===== src/rtl/pipe_ctrl_pkg.sv =====
// Shared types, state encodings and the load-use hazard test for the pipeline controller.
package pipe_ctrl_pkg;

    localparam int REG_ADDR_W = 5;

    typedef logic [REG_ADDR_W-1:0] reg_addr_bus_t;

    typedef enum logic [1:0] {
        PCTL_RUN     = 2'd0,
        PCTL_MC_WAIT = 2'd1,
        PCTL_MC_DONE = 2'd2,
        PCTL_REFILL  = 2'd3
    } pctl_state_e;

    // x0 is hard-wired zero, so a load targeting it never creates a dependency.
    function automatic logic load_use(
        input logic          mem_rd,
        input reg_addr_bus_t rd,
        input logic          use_r1,
        input reg_addr_bus_t r1,
        input logic          use_r2,
        input reg_addr_bus_t r2
    );
        return mem_rd && (rd != '0) &&
               ((use_r1 && (r1 == rd)) || (use_r2 && (r2 == rd)));
    endfunction

endpackage


===== src/rtl/pipe_ctrl_mc_timer.sv =====
// Loadable down-counter with a zero flag; times the occupancy of a multi-cycle EX op.
module pipe_ctrl_mc_timer #(
    parameter int W = 6
) (
    input  logic         clk,
    input  logic         rst,
    input  logic         load_i,
    input  logic [W-1:0] load_val_i,
    input  logic         dec_i,
    output logic         zero_o
);

    logic [W-1:0] cnt_q;
    logic [W-1:0] cnt_d;

    always_comb begin
        cnt_d = cnt_q;
        if (load_i) begin
            cnt_d = load_val_i;
        end else if (dec_i) begin
            cnt_d = cnt_q - W'(1);
        end
    end

    always_ff @(posedge clk or negedge rst) begin
        if (!rst) begin
            cnt_q <= '0;
        end else begin
            cnt_q <= cnt_d;
        end
    end

    assign zero_o = (cnt_q == '0);

endmodule


===== src/rtl/pipe_ctrl.sv =====
// Pipeline sequencing controller: load-use stalls, branch flushes, multi-cycle EX freeze
// and wrap-around debug counters.
module pipe_ctrl
    import pipe_ctrl_pkg::*;
#(
    parameter int MC_CYCLES = 33,
    parameter int CNT_W     = 32
) (
    input  logic             clk,
    input  logic             rst,
    input  reg_addr_bus_t    id_r1_i,
    input  reg_addr_bus_t    id_r2_i,
    input  logic             id_use_r1_i,
    input  logic             id_use_r2_i,
    input  reg_addr_bus_t    idex_rd_i,
    input  logic             idex_mem_rd_i,
    input  logic             ex_mc_i,
    input  logic             br_jmp_en_i,
    output logic             pc_stall_o,
    output logic             ifid_stall_o,
    output logic             idex_stall_o,
    output logic             ifid_flush_o,
    output logic             idex_flush_o,
    output logic             exmem_bubble_o,
    output logic             mc_start_o,
    output logic             mc_done_o,
    output logic [CNT_W-1:0] stall_cnt_o,
    output logic [CNT_W-1:0] flush_cnt_o
);

    localparam int TMR_W = $clog2(MC_CYCLES);

    pctl_state_e      state_q;
    pctl_state_e      state_d;
    logic [CNT_W-1:0] stall_cnt_q;
    logic [CNT_W-1:0] stall_cnt_d;
    logic [CNT_W-1:0] flush_cnt_q;
    logic [CNT_W-1:0] flush_cnt_d;

    logic lu;
    logic pc_stall_c, ifid_stall_c, idex_stall_c;
    logic ifid_flush_c, idex_flush_c, exmem_bubble_c;
    logic mc_start_c, mc_done_c, flush_inc_c;
    logic tmr_load_c, tmr_dec_c, tmr_zero;

    assign lu = load_use(idex_mem_rd_i, idex_rd_i, id_use_r1_i, id_r1_i, id_use_r2_i, id_r2_i);

    always_comb begin
        state_d        = state_q;
        pc_stall_c     = 1'b0;
        ifid_stall_c   = 1'b0;
        idex_stall_c   = 1'b0;
        ifid_flush_c   = 1'b0;
        idex_flush_c   = 1'b0;
        exmem_bubble_c = 1'b0;
        mc_start_c     = 1'b0;
        mc_done_c      = 1'b0;
        flush_inc_c    = 1'b0;
        tmr_load_c     = 1'b0;
        tmr_dec_c      = 1'b0;

        unique case (state_q)
            PCTL_RUN: begin
                if (br_jmp_en_i) begin
                    ifid_flush_c = 1'b1;
                    idex_flush_c = 1'b1;
                    flush_inc_c  = 1'b1;
                    state_d      = PCTL_REFILL;
                end else if (ex_mc_i) begin
                    mc_start_c     = 1'b1;
                    pc_stall_c     = 1'b1;
                    ifid_stall_c   = 1'b1;
                    idex_stall_c   = 1'b1;
                    exmem_bubble_c = 1'b1;
                    tmr_load_c     = 1'b1;
                    state_d        = PCTL_MC_WAIT;
                end else if (lu) begin
                    pc_stall_c   = 1'b1;
                    ifid_stall_c = 1'b1;
                    idex_flush_c = 1'b1;
                end
            end
            PCTL_MC_WAIT: begin
                pc_stall_c     = 1'b1;
                ifid_stall_c   = 1'b1;
                idex_stall_c   = 1'b1;
                exmem_bubble_c = 1'b1;
                if (tmr_zero) begin
                    state_d = PCTL_MC_DONE;
                end else begin
                    tmr_dec_c = 1'b1;
                end
            end
            PCTL_MC_DONE: begin
                // Result leaves EX this cycle; ex_mc_i still reads high but must not restart.
                mc_done_c = 1'b1;
                if (lu) begin
                    pc_stall_c   = 1'b1;
                    ifid_stall_c = 1'b1;
                    idex_flush_c = 1'b1;
                end
                state_d = PCTL_RUN;
            end
            PCTL_REFILL: begin
                // The synchronous imem returns the wrong-path fetch one cycle late.
                ifid_flush_c = 1'b1;
                state_d      = PCTL_RUN;
            end
            default: state_d = PCTL_RUN;
        endcase

        stall_cnt_d = stall_cnt_q + CNT_W'(pc_stall_c);
        flush_cnt_d = flush_cnt_q + CNT_W'(flush_inc_c);
    end

    always_ff @(posedge clk or negedge rst) begin
        if (!rst) begin
            state_q     <= PCTL_RUN;
            stall_cnt_q <= '0;
            flush_cnt_q <= '0;
        end else begin
            state_q     <= state_d;
            stall_cnt_q <= stall_cnt_d;
            flush_cnt_q <= flush_cnt_d;
        end
    end

    pipe_ctrl_mc_timer #(
        .W (TMR_W)
    ) mc_timer (
        .clk        (clk),
        .rst        (rst),
        .load_i     (tmr_load_c),
        .load_val_i (TMR_W'(MC_CYCLES - 2)),
        .dec_i      (tmr_dec_c),
        .zero_o     (tmr_zero)
    );

    // Reset forces every control output low even before the state flops settle.
    assign pc_stall_o     = rst & pc_stall_c;
    assign ifid_stall_o   = rst & ifid_stall_c;
    assign idex_stall_o   = rst & idex_stall_c;
    assign ifid_flush_o   = rst & ifid_flush_c;
    assign idex_flush_o   = rst & idex_flush_c;
    assign exmem_bubble_o = rst & exmem_bubble_c;
    assign mc_start_o     = rst & mc_start_c;
    assign mc_done_o      = rst & mc_done_c;
    assign stall_cnt_o    = stall_cnt_q;
    assign flush_cnt_o    = flush_cnt_q;

endmodule


===== config.mk =====
export PLATFORM = sky130hd
export DESIGN_NAME = pipe_ctrl
export DESIGN_NICKNAME = d
export VERILOG_FILES = /design/src/rtl/pipe_ctrl_pkg.sv /design/src/rtl/pipe_ctrl_mc_timer.sv /design/src/rtl/pipe_ctrl.sv
export SDC_FILE = /design/constraint.sdc
export NUM_CORES = 1
export LEC_CHECK = 0
export CORE_ASPECT_RATIO = 0.9
export CORE_MARGIN = 3
export CORE_UTILIZATION = 44
export CTS_BUF_LIST = sky130_fd_sc_hd__clkbuf_8 sky130_fd_sc_hd__clkbuf_16
export CTS_CLUSTER_DIAMETER = 150
export DETAILED_ROUTE_END_ITERATION = 10
export PLACE_DENSITY_LB_ADDON = 0.12
export SYNTH_ARGS = -nofsm -noshare
export SYNTH_HDL_FRONTEND = slang
export SYNTH_SLANG_ARGS = --single-unit

===== constraint.sdc =====
create_clock -name clk -period 2.84 [get_ports clk]
set_input_delay 0.568 -clock clk [delete_from_list [all_inputs] [get_ports clk]]
set_output_delay 0.568 -clock clk [all_outputs]
set_load 0.05 [all_outputs]

==> impl_metrics.yaml, run 1 <==
status:
  status: "finished clean"
cts:
  path_clk_slew_ps: 70
  clk_path_buf_depth: 2
  ctsHtreeMaxLevel: 3
  cts_root_buffer: "clkbuf_8"
  post-cts-setup-buffers: 0
  cts_tree: "yes"
  cts.sinks: 72
  numCtsBuffers: 9
  clock_latency_ps: 350
setup_path:
  r2r_start: "state_q[1]"
  required_ps: 2270
  crit_path_cell_trace: "clkdlybuf4s50_1, xor2_1, nor4_2, a32oi_1, buf_4, o41ai_4, buf_12"
  reg2reg_slack_ps: 180
  cp_slowest_stage_delay_ps: 410
  worstReg2RegEnd: "stall_cnt_o[24]"
  ff2ff_path_depth: 13
  cp_data_arrival_time_ps: 2260
  crit_type: "input port to output pin"
  cp-end-kind: "output pin"
  cpMaxStageDelayCell: "clkdlybuf4s50_1"
  start_kind: "input port"
  cp_max_fo: 2
route:
  drc_errors: 0
  routedWlPerCell_um: 14.58
  drt-initial-drc-count: 80
  drtPass1Iterations: 4
  drt_wl_total_um: 8109
  vias: 2893
  drtAntennaViolNets: 0
  viasPerCell: 5.203
grt:
  track_usage_pct: 17.85
  first_global_vias: 2892
  grt.overflow.total: 0
  grt_max_degree: 70
  grt_antenna_before_repair: 0
  grt_pass1_wl_um: 13410
sta:
  rsz0062_at_grt: "true"
  setup_viol: 0
  tightest_slew_ps: 847.0
  relSlewSlack_pct: 43.53
  fmax_ghz: 0.3531
  finalCriticalPeriod_ps: 2832
  hold_viol: 0
  hold_slack_ps: 29.01
  fin_setup_tns_ps: 0
  finalClockSkew_ps: 8.079
  maxSlewViolCount: 0
  period_share_pct: 99.72
synth:
  ys_warn_count: 0
  syn_area_per_cell_um2: 10.95
  synth_edf_count: 0
  yosys.cell_types.count: 40
  async_reset_ff_share_pct: 100.0
  syn_nets: 368
  ys.flop_type: "dfrtp_1"
  syn-instance-count: 335
  ys_ff_latch: 72
  syn-cell-area_um2: 3669
  synth-seq-area-share_pct: 49.11
die:
  die_w_um: 102.3
  start_util_pct: 46.99
  row_count: 30
  die_y_um: 92.63
  core_area_um2: 7807
  dieArea_um2: 9471
  ios: 94
power_and_ir_drop:
  p_per_area_nw_per_um2: 392.1
  power.leakage_nw: 2.359
  ir_drop_v: 0.0002743
placement:
  port_buffers: 93
  dp_cells: 540
  dpl-instance-area_um2: 4949
  hpwl_um: 6121
  gp_congestion: 0.7859
layout:
  areaGrowthSynthToFinish_pct: 42.67
  final_util_pct: 67.04
  fill_cells: 619
  layout.nets: 488
  multiInputGateArea_um2: 1832
  antennaDiodeCount: 0
  fin_cells: 556
  post-route-cell-area_um2: 5234
  seq_area_um2: 1802
  drive_gt1_share_pct: 16.74
hold_path:
  hold_path.class: "input port to async pin"
flow_run:
  cap_violations: 0
## layout make-up
| type | count | share of cell area, % |
|---|---|---|
| Clock inverter | 6 | 1.721 |
| Sequential cell | 72 | 34.43 |
| Multi-Input combinational cell | 240 | 35.00 |
| Tap cell | 96 | 2.295 |
| Clock buffer | 10 | 2.630 |
| Timing Repair Buffer | 114 | 22.64 |
| Inverter | 18 | 1.291 |
## registers in the layout, summed over array words and instances, names as in the netlist
| register | cells |
|---|---|
| stall_cnt_o | 32 |
| mc_timer.cnt_q | 6 |
| flush_cnt_o | 32 |
| state_q | 2 |
## critical path, delay by kind of cell
family / cells / cell delay (ps)
buffers and inverters: 3 / 760
AOI/OAI and AO/OA: 2 / 490
xor gates and xnor gates: 1 / 160
and+or+nand+nor: 1 / 270
## per-layer routing
| metal | part of all wire [%] | vias to the layer above | track usage (%) |
|---|---|---|---|
| met5 | 0 | - | 0 |
| met4 | 1.8 | 0 | 6.230 |
| met3 | 6.9 | 12 | 6.852 |
| met2 | 46 | 74 | 28.46 |
| met1 | 45 | 1402 | 21.97 |
| li1 | - | 1405 | - |
## placed cells by master, fill, tap and decap left out, drive strengths merged, types with 2 or more instances in the layout
cell            n
nor2b           2
inv            20
or4             6
a21oi           3
dfrtp          72
xnor2          38
o41ai           2
and3            2
dlygate4sd2     5
ha             11
xor2           36
nor3           16
nor4           14
or3             3
and4            7
bufinv          2
o21ai           3
clkdlybuf4s50  74
buf            30
clkbuf         10
nand3          24
nand2          31
o211ai          3
nor2           15
nand2b          3
dlymetal6s2s    5
nand4           9
and2            4
## power breakdown
group | leakage [nW] | switching (mW) | internal (mW)
combinational | 1.32 | 0.0563 | 0.0494
sequential | 0.930 | 0 | 1.02
clock | 0.113 | 0.399 | 0.523
## timing repair
item / in CTS / in global routing
pin swaps: 2 / 4
resized for setup: 8 / 11
endpoints found under the setup margin: 4 / 10
hold buffers: 0 / 0
## synth_stat cells, types with 9 or more instances
library cell / number / area share, %
dfrtp_1: 72 / 49
ha_1: 11 / 3.8
inv_1: 18 / 1.8
nand2_1: 31 / 3.2
nand3_1: 23 / 3.1
nor2_1: 15 / 1.5
nor3_2: 9 / 2.5
xnor2_1: 38 / 9.1
xor2_1: 36 / 8.6
## logic make-up after synthesis
| kind of cell | Yosys count | share of synthesized area, % |
|---|---|---|
| adder cells (fa/ha/maj) | 11 | 3.752 |
| XOR/XNOR | 74 | 17.67 |
| buffers and inverters | 23 | 2.762 |
| flip-flops | 72 | 49.11 |
| AO/OA/AOI/OAI | 18 | 3.650 |
| AND/OR/NAND/NOR | 137 | 23.06 |
## worst max-delay path by stage
stage                      start         endpoint
floorplan           idex_rd_i[3]     idex_flush_o
global placement    idex_rd_i[3]  stall_cnt_o[18]
detailed placement  idex_rd_i[1]  stall_cnt_o[18]
CTS                   id_r1_i[3]     idex_flush_o
global route          state_q[0]  stall_cnt_o[18]
finish                id_r2_i[0]     idex_flush_o
## per-stage QoR
step                setup slack (ps)  power [mW]
detailed placement            -385.6       1.153
global placement              -302.6       1.152
CTS                            4.603       2.079
floorplan                      65.63       1.074
global route                  -56.80       2.127
finish                         7.955       2.052
Power figures use the tool's default switching activity.
==> inputs of run 2 (changes only) <==
--- a/config.mk
+++ b/config.mk
@@ -5,12 +5,13 @@
 export SDC_FILE = /design/constraint.sdc
 export NUM_CORES = 1
 export LEC_CHECK = 0
-export CORE_ASPECT_RATIO = 0.9
-export CORE_MARGIN = 3
-export CORE_UTILIZATION = 44
+export CORE_ASPECT_RATIO = 0.7
+export CORE_MARGIN = 2
+export CORE_UTILIZATION = 45
 export CTS_BUF_LIST = sky130_fd_sc_hd__clkbuf_8 sky130_fd_sc_hd__clkbuf_16
 export CTS_CLUSTER_DIAMETER = 150
 export DETAILED_ROUTE_END_ITERATION = 10
+export DONT_BUFFER_PORTS = 1
 export PLACE_DENSITY_LB_ADDON = 0.12
 export SYNTH_ARGS = -nofsm -noshare
 export SYNTH_HDL_FRONTEND = slang
==> run 2 against run 1 <==
  * Die area fell by 6.0%
  * Via count fell by 9.2%
  * Flip-flop and latch count did not move
  * Register-to-register slack got worse by 40 ps
  * Maximum frequency rose by 4.1%
  * Wire length fell by 2.4%
  * Final cell count fell by 9.9%
  * Hold slack improved by 95 ps
==> impl_metrics.yaml, run 2 (synthesis gave the netlist of run 1 again) <==
layout:
  areaGrowthSynthToFinish_pct: 26.13
  layout.cells.most_common: "dfrtp_1"
  post-route-cell-area_um2: 4627
  drive_gt1_share_pct: 26.25
  mostFrequentLayoutCells: "72 x dfrtp_1, 51 x buf_4, 38 x xnor2_1"
  antennaDiodeCount: 0
  layout.nets: 429
  fill_cells: 697
route:
  vias: 2627
  drtPass1Iterations: 4
  drtAntennaViolNets: 0
  drt-initial-drc-count: 105
  drc_errors: 0
  routedWlPerCell_um: 15.80
  viasPerCell: 5.244
  drt_wl_total_um: 7916
setup_path:
  cpMaxStageDelayCell: "or4_1"
  cp_max_fo: 3
  crit_type: "register to output pin"
  cp_data_arrival_time_ps: 2150
  cp_slowest_stage_delay_ps: 570
  required_ps: 2270
  ff2ff_path_depth: 14
  worstReg2RegEnd: "stall_cnt_o[28]"
  cp-end-kind: "output pin"
  critical_path.top_delay_family: "simple AND/OR/NAND/NOR gates"
  reg2reg_slack_ps: 140
  start_kind: "register"
  r2r_start: "state_q[0]"
  worst-path-buf-inv: 3
  cpMostUsedCell: "buf_4"
  crit_path_cell_trace: "buf_4, ha_1, buf_4, or4_1, o32ai_4, buf_6"
sta:
  tightest_slew_ps: 662.5
  hold_viol: 0
  period_share_pct: 95.77
  maxSlewViolCount: 0
  worst_slack_ps: 120.0
  finalClockSkew_ps: 3.203
  setup_viol: 0
  finalCriticalPeriod_ps: 2720
  relSlewSlack_pct: 55.84
  fmax_ghz: 0.3677
power_and_ir_drop:
  ir_drop_v: 0.0003869
  seq_power_share_pct: 45.3
  p_total_mw: 2.263
  clockPowerShare_pct: 52.0
  switching_power_mw: 0.4566
  swShare_pct: 20.17
  p_per_area_nw_per_um2: 489.1
  combPwrFrac_pct: 2.6
  power.internal_mw: 1.807
  power.leakage_nw: 2.140
placement:
  hpwl_um: 5554
  dpl-instance-area_um2: 4193
  pre_cts_slack_ps: -1.523
  port_buffers: 0
  gp_congestion: 0.7748
die:
  die_w_um: 111.9
  core_area_um2: 7871
  start_util_pct: 46.61
  die_y_um: 79.54
  row_count: 27
  dieArea_um2: 8902
  ios: 94
cts:
  cts_tree: "yes"
  path_clk_slew_ps: 60
  cts_root_buffer: "clkbuf_16"
  clk_path_buf_depth: 2
  clock_latency_ps: 330
  cts.sinks: 72
  numCtsBuffers: 9
  ctsHtreeMaxLevel: 3
status:
  status: "finished clean"
hold_path:
  hold_path.class: "input port to async pin"
grt:
  grt_antenna_before_repair: 0
  first_global_vias: 2644
  grt_pass1_wl_um: 13170
  grt_max_degree: 73
  track_usage_pct: 18.54
  grt.overflow.total: 0
flow_run:
  cap_violations: 0
[run 2: cell count changes in the layout (fill, tap and decap cells not counted), moves of 2 or more]
cell,previous run,this run
buf_4,21,51
inv_2,0,2
buf_12,9,1
clkbuf_8,10,0
clkbuf_16,0,10
dlygate4sd2_1,5,0
clkdlybuf4s50_1,74,0
dlymetal6s2s_1,5,0
[run 2: final cells by class]
class	instances	area [um^2]	share of cell area, %
timing repair buffer	55	466.7	10.09
inverter	18	67.56	1.460
multi-input combinational	240	1854	40.08
sequential	72	1802	38.94
clock inverter	6	85.08	1.839
clock buffer	9	225.2	4.867
tap	101	126.4	2.731
[run 2: timing repair]
action                                 in CTS  in global routing
hold buffers                                1                  0
pin swaps                                   0                  1
buffers inserted                            0                  1
endpoints found under the hold margin      72                  0
gates cloned                                0                  1
resized for setup                           1                 14
setup endpoints to repair                   1                 15
[run 2: worst reg2reg max path, cell delays in order (launching register included)]
cell and delay [ps]:
dfrtp_1 380, inv_2 80, ha_2 180, nor2b_4 150, nor2_1 60, or3_1 330, o22ai_2 120, ha_2 200
ha_1 180, and4_4 260, nand3_4 110, buf_12 200, buf_4 130, nor3_2 120, xnor2_1 130
[run 2: per-stage QoR]
step	utilization, %	instances	setup TNS (ps)	hold WS (ps)
global placement	53.27	483	0	274.2
global route	58.78	501	-37.33	141.0
floorplan	-	335	0	272.4
detailed placement	53.27	483	-1.523	274.3
CTS	57.64	499	0	141.1
finish	58.78	501	0	124.3
[run 2: how the worst max path moves through the flow]
| stage | startpoint | to | slack, ps | depth (start not counted) |
|---|---|---|---|---|
| finish | state_q[0] | ifid_stall_o | 120 | 6 |
| detailed placement | idex_rd_i[3] | stall_cnt_o[18] | -2 | 11 |
| CTS | state_q[0] | stall_cnt_o[26] | 20 | 13 |
| global placement | idex_rd_i[3] | stall_cnt_o[18] | 70 | 11 |
| floorplan | idex_rd_i[3] | idex_flush_o | 70 | 4 |
| global route | state_q[0] | stall_cnt_o[28] | -30 | 14 |
[run 2: metal layers]
metal / global-route usage [%] / vias to the layer above / share of wire (%)
li1: - / 1282 / -
met1: 23.87 / 1257 / 46
met2: 29.15 / 85 / 46
met3: 8.352 / 3 / 7.8
met4: 3.704 / 0 / 0.44
met5: 0 / - / 0
[run 2: power groups by stage]
stage               combinational (mW)  sequential [mW]  clock [mW]
CTS                             0.0609             1.03        1.21
global placement                0.0347             1.04           0
floorplan                       0.0290             1.04           0
finish                          0.0593             1.03        1.18
global route                    0.0669             1.03        1.26
detailed placement              0.0355             1.04           0
==> inputs of run 3 (changes only) <==
--- a/config.mk
+++ b/config.mk
@@ -10,8 +10,8 @@
 export CORE_UTILIZATION = 45
 export CTS_BUF_LIST = sky130_fd_sc_hd__clkbuf_8 sky130_fd_sc_hd__clkbuf_16
 export CTS_CLUSTER_DIAMETER = 150
+export CTS_CLUSTER_SIZE = 30
 export DETAILED_ROUTE_END_ITERATION = 10
-export DONT_BUFFER_PORTS = 1
 export PLACE_DENSITY_LB_ADDON = 0.12
 export SYNTH_ARGS = -nofsm -noshare
 export SYNTH_HDL_FRONTEND = slang
==> constraint.sdc (replaced) <==
create_clock -name clk -period 2.83 [get_ports clk]
set_input_delay 0.566 -clock clk [delete_from_list [all_inputs] [get_ports clk]]
set_output_delay 0.566 -clock clk [all_outputs]
set_load 0.05 [all_outputs]
==> run 3 against run 2 <==
  * Final cell count rose by 12%
  * Register-to-register slack improved by 20 ps
  * Final area rose by 18%
  * Sequential power barely moved
  * Non-clock buffer count rose by 61
  * Power rose by 9.1%
  * Wire length rose by 8.2%
  * Clock skew rose by 4.1 ps
  * Hold slack improved by 340 ps
  * Clock power rose by 13%
  * Global-route usage rose by 1.2 points
  * Via count rose by 10%
  * Largest cell class unchanged
  * Highest routed layer unchanged
==> impl_metrics.yaml, run 3 (synthesis gave the netlist of run 1 again) <==
setup_path:
  cp_data_arrival_time_ps: 2230
  required_ps: 2260
  crit_type: "input port to output pin"
  cp-end-kind: "output pin"
  start_kind: "input port"
  cp_max_fo: 3
placement:
  dpl-instance-area_um2: 4960
  port_buffers: 93
  gp_congestion: 0.8293
  hpwl_um: 6079
  pre_cts_slack_ps: -398.0
cts:
  postCtsHoldBufs: 0
  cts_root_buffer: "clkbuf_16"
  ctsHtreeMaxLevel: 3
  cts.sinks: 72
  cts_tree: "yes"
  numCtsBuffers: 9
  path_clk_slew_ps: 60
  clk_path_buf_depth: 2
  clock_latency_ps: 330
power_and_ir_drop:
  switching_power_mw: 0.4988
  power.leakage_nw: 2.454
  clockPowerShare_pct: 53.8
  seq_power_share_pct: 41.7
  power.internal_mw: 1.971
  p_per_area_nw_per_um2: 453.7
  ir_drop_v: 0.0003800
  p_total_mw: 2.469
  swShare_pct: 20.20
  combPwrFrac_pct: 4.5
die:
  ios: 94
  die_y_um: 79.54
  core_area_um2: 7871
  die_w_um: 111.9
  row_count: 27
  dieArea_um2: 8902
  start_util_pct: 46.61
sta:
  setup_viol: 0
  maxSlewViolCount: 0
  tightest_slew_ps: 908.2
  fmax_ghz: 0.3582
  period_share_pct: 98.64
  finalClockSkew_ps: 7.271
  hold_slack_ps: 463.5
  hold_viol: 0
  worst_slack_ps: 38.40
  finalCriticalPeriod_ps: 2792
  relSlewSlack_pct: 39.46
route:
  drc_errors: 0
  viasPerCell: 5.139
  drt_wl_total_um: 8563
  drt-initial-drc-count: 113
  drtPass1Iterations: 4
  routedWlPerCell_um: 15.21
  drtAntennaViolNets: 0
  vias: 2893
grt:
  track_usage_pct: 19.74
  grt.overflow.total: 0
  grt_pass1_wl_um: 13980
  grt_max_degree: 73
  first_global_vias: 2861
  grt_antenna_before_repair: 0
layout:
  final_util_pct: 69.15
  fill_cells: 592
  post-route-cell-area_um2: 5443
  layout.nets: 490
  drive_gt1_share_pct: 19.70
  mostFrequentLayoutCells: "73 x clkdlybuf4s50_1, 72 x dfrtp_1, 37 x xnor2_1"
  antennaDiodeCount: 0
  layout.cells.most_common: "clkdlybuf4s50_1"
  areaGrowthSynthToFinish_pct: 48.36
hold_path:
  hold_path.class: "register to register"
flow_run:
  cap_violations: 0
status:
  status: "finished clean"
run 3: worst max-delay path: stages:
cell	delay (ps)
dlygate4sd2_1	280
xor2_1	180
nor4_2	290
a32oi_2	160
buf_4	170
o41ai_4	380
buf_12	180
run 3: final cells by class:
| class | instances | area, um^2 | area share [%] |
|---|---|---|---|
| tap | 101 | 126.4 | 2.322 |
| clock buffer | 10 | 239.0 | 4.391 |
| clock inverter | 6 | 112.6 | 2.069 |
| inverter | 18 | 67.56 | 1.241 |
| multi-input combinational | 240 | 1892 | 34.76 |
| timing repair buffer | 116 | 1204 | 22.11 |
| sequential | 72 | 1802 | 33.10 |
run 3: layer usage:
layer | global-route usage (%) | share of wire, % | vias to the layer above
li1 | - | - | 1409
met1 | 26.92 | 48 | 1402
met2 | 30.61 | 46 | 75
met3 | 6.074 | 5.8 | 7
met4 | 5.556 | 0.76 | 0
met5 | 0 | 0 | -
run 3: what timing repair did:
item / 4_1_cts / 5_1_grt
pin swaps: 2 / 5
buffers inserted: 0 / 1
endpoints found under the hold margin: 0 / 0
resized for setup: 8 / 25
endpoints found under the setup margin: 12 / 15
run 3: worst paths after layout:
path                            slack (ps)              end  cells after the start            start
worst max-delay path                    40     idex_flush_o                      7     idex_rd_i[2]
worst min-delay path                   460  stall_cnt_o[31]                      1  stall_cnt_o[31]
worst max register to register         160  stall_cnt_o[24]                     11       state_q[0]
worst min register to register         460  stall_cnt_o[31]                      1  stall_cnt_o[31]
max in group asynchronous             1670  flush_cnt_o[15]                      2              rst
min in group asynchronous              570   flush_cnt_o[0]                      2              rst
run 3: power groups by stage:
stage	clock, mW	combinational (mW)	sequential [mW]
6_report	1.33	0.112	1.03
5_1_grt	1.40	0.122	1.03
4_1_cts	1.35	0.108	1.03
3_5_place_dp	0	0.108	1.05
3_3_place_gp	0	0.107	1.05
2_1_floorplan	0	0.0291	1.05
run 3: per-stage QoR:
| stage | instances | setup TNS [ps] |
|---|---|---|
| 6_report | 563 | 0 |
| 3_3_place_gp | 546 | -5295 |
| 2_1_floorplan | 335 | 0 |
| 3_5_place_dp | 546 | -6220 |
| 5_1_grt | 563 | -212.3 |
| 4_1_cts | 562 | 0 |
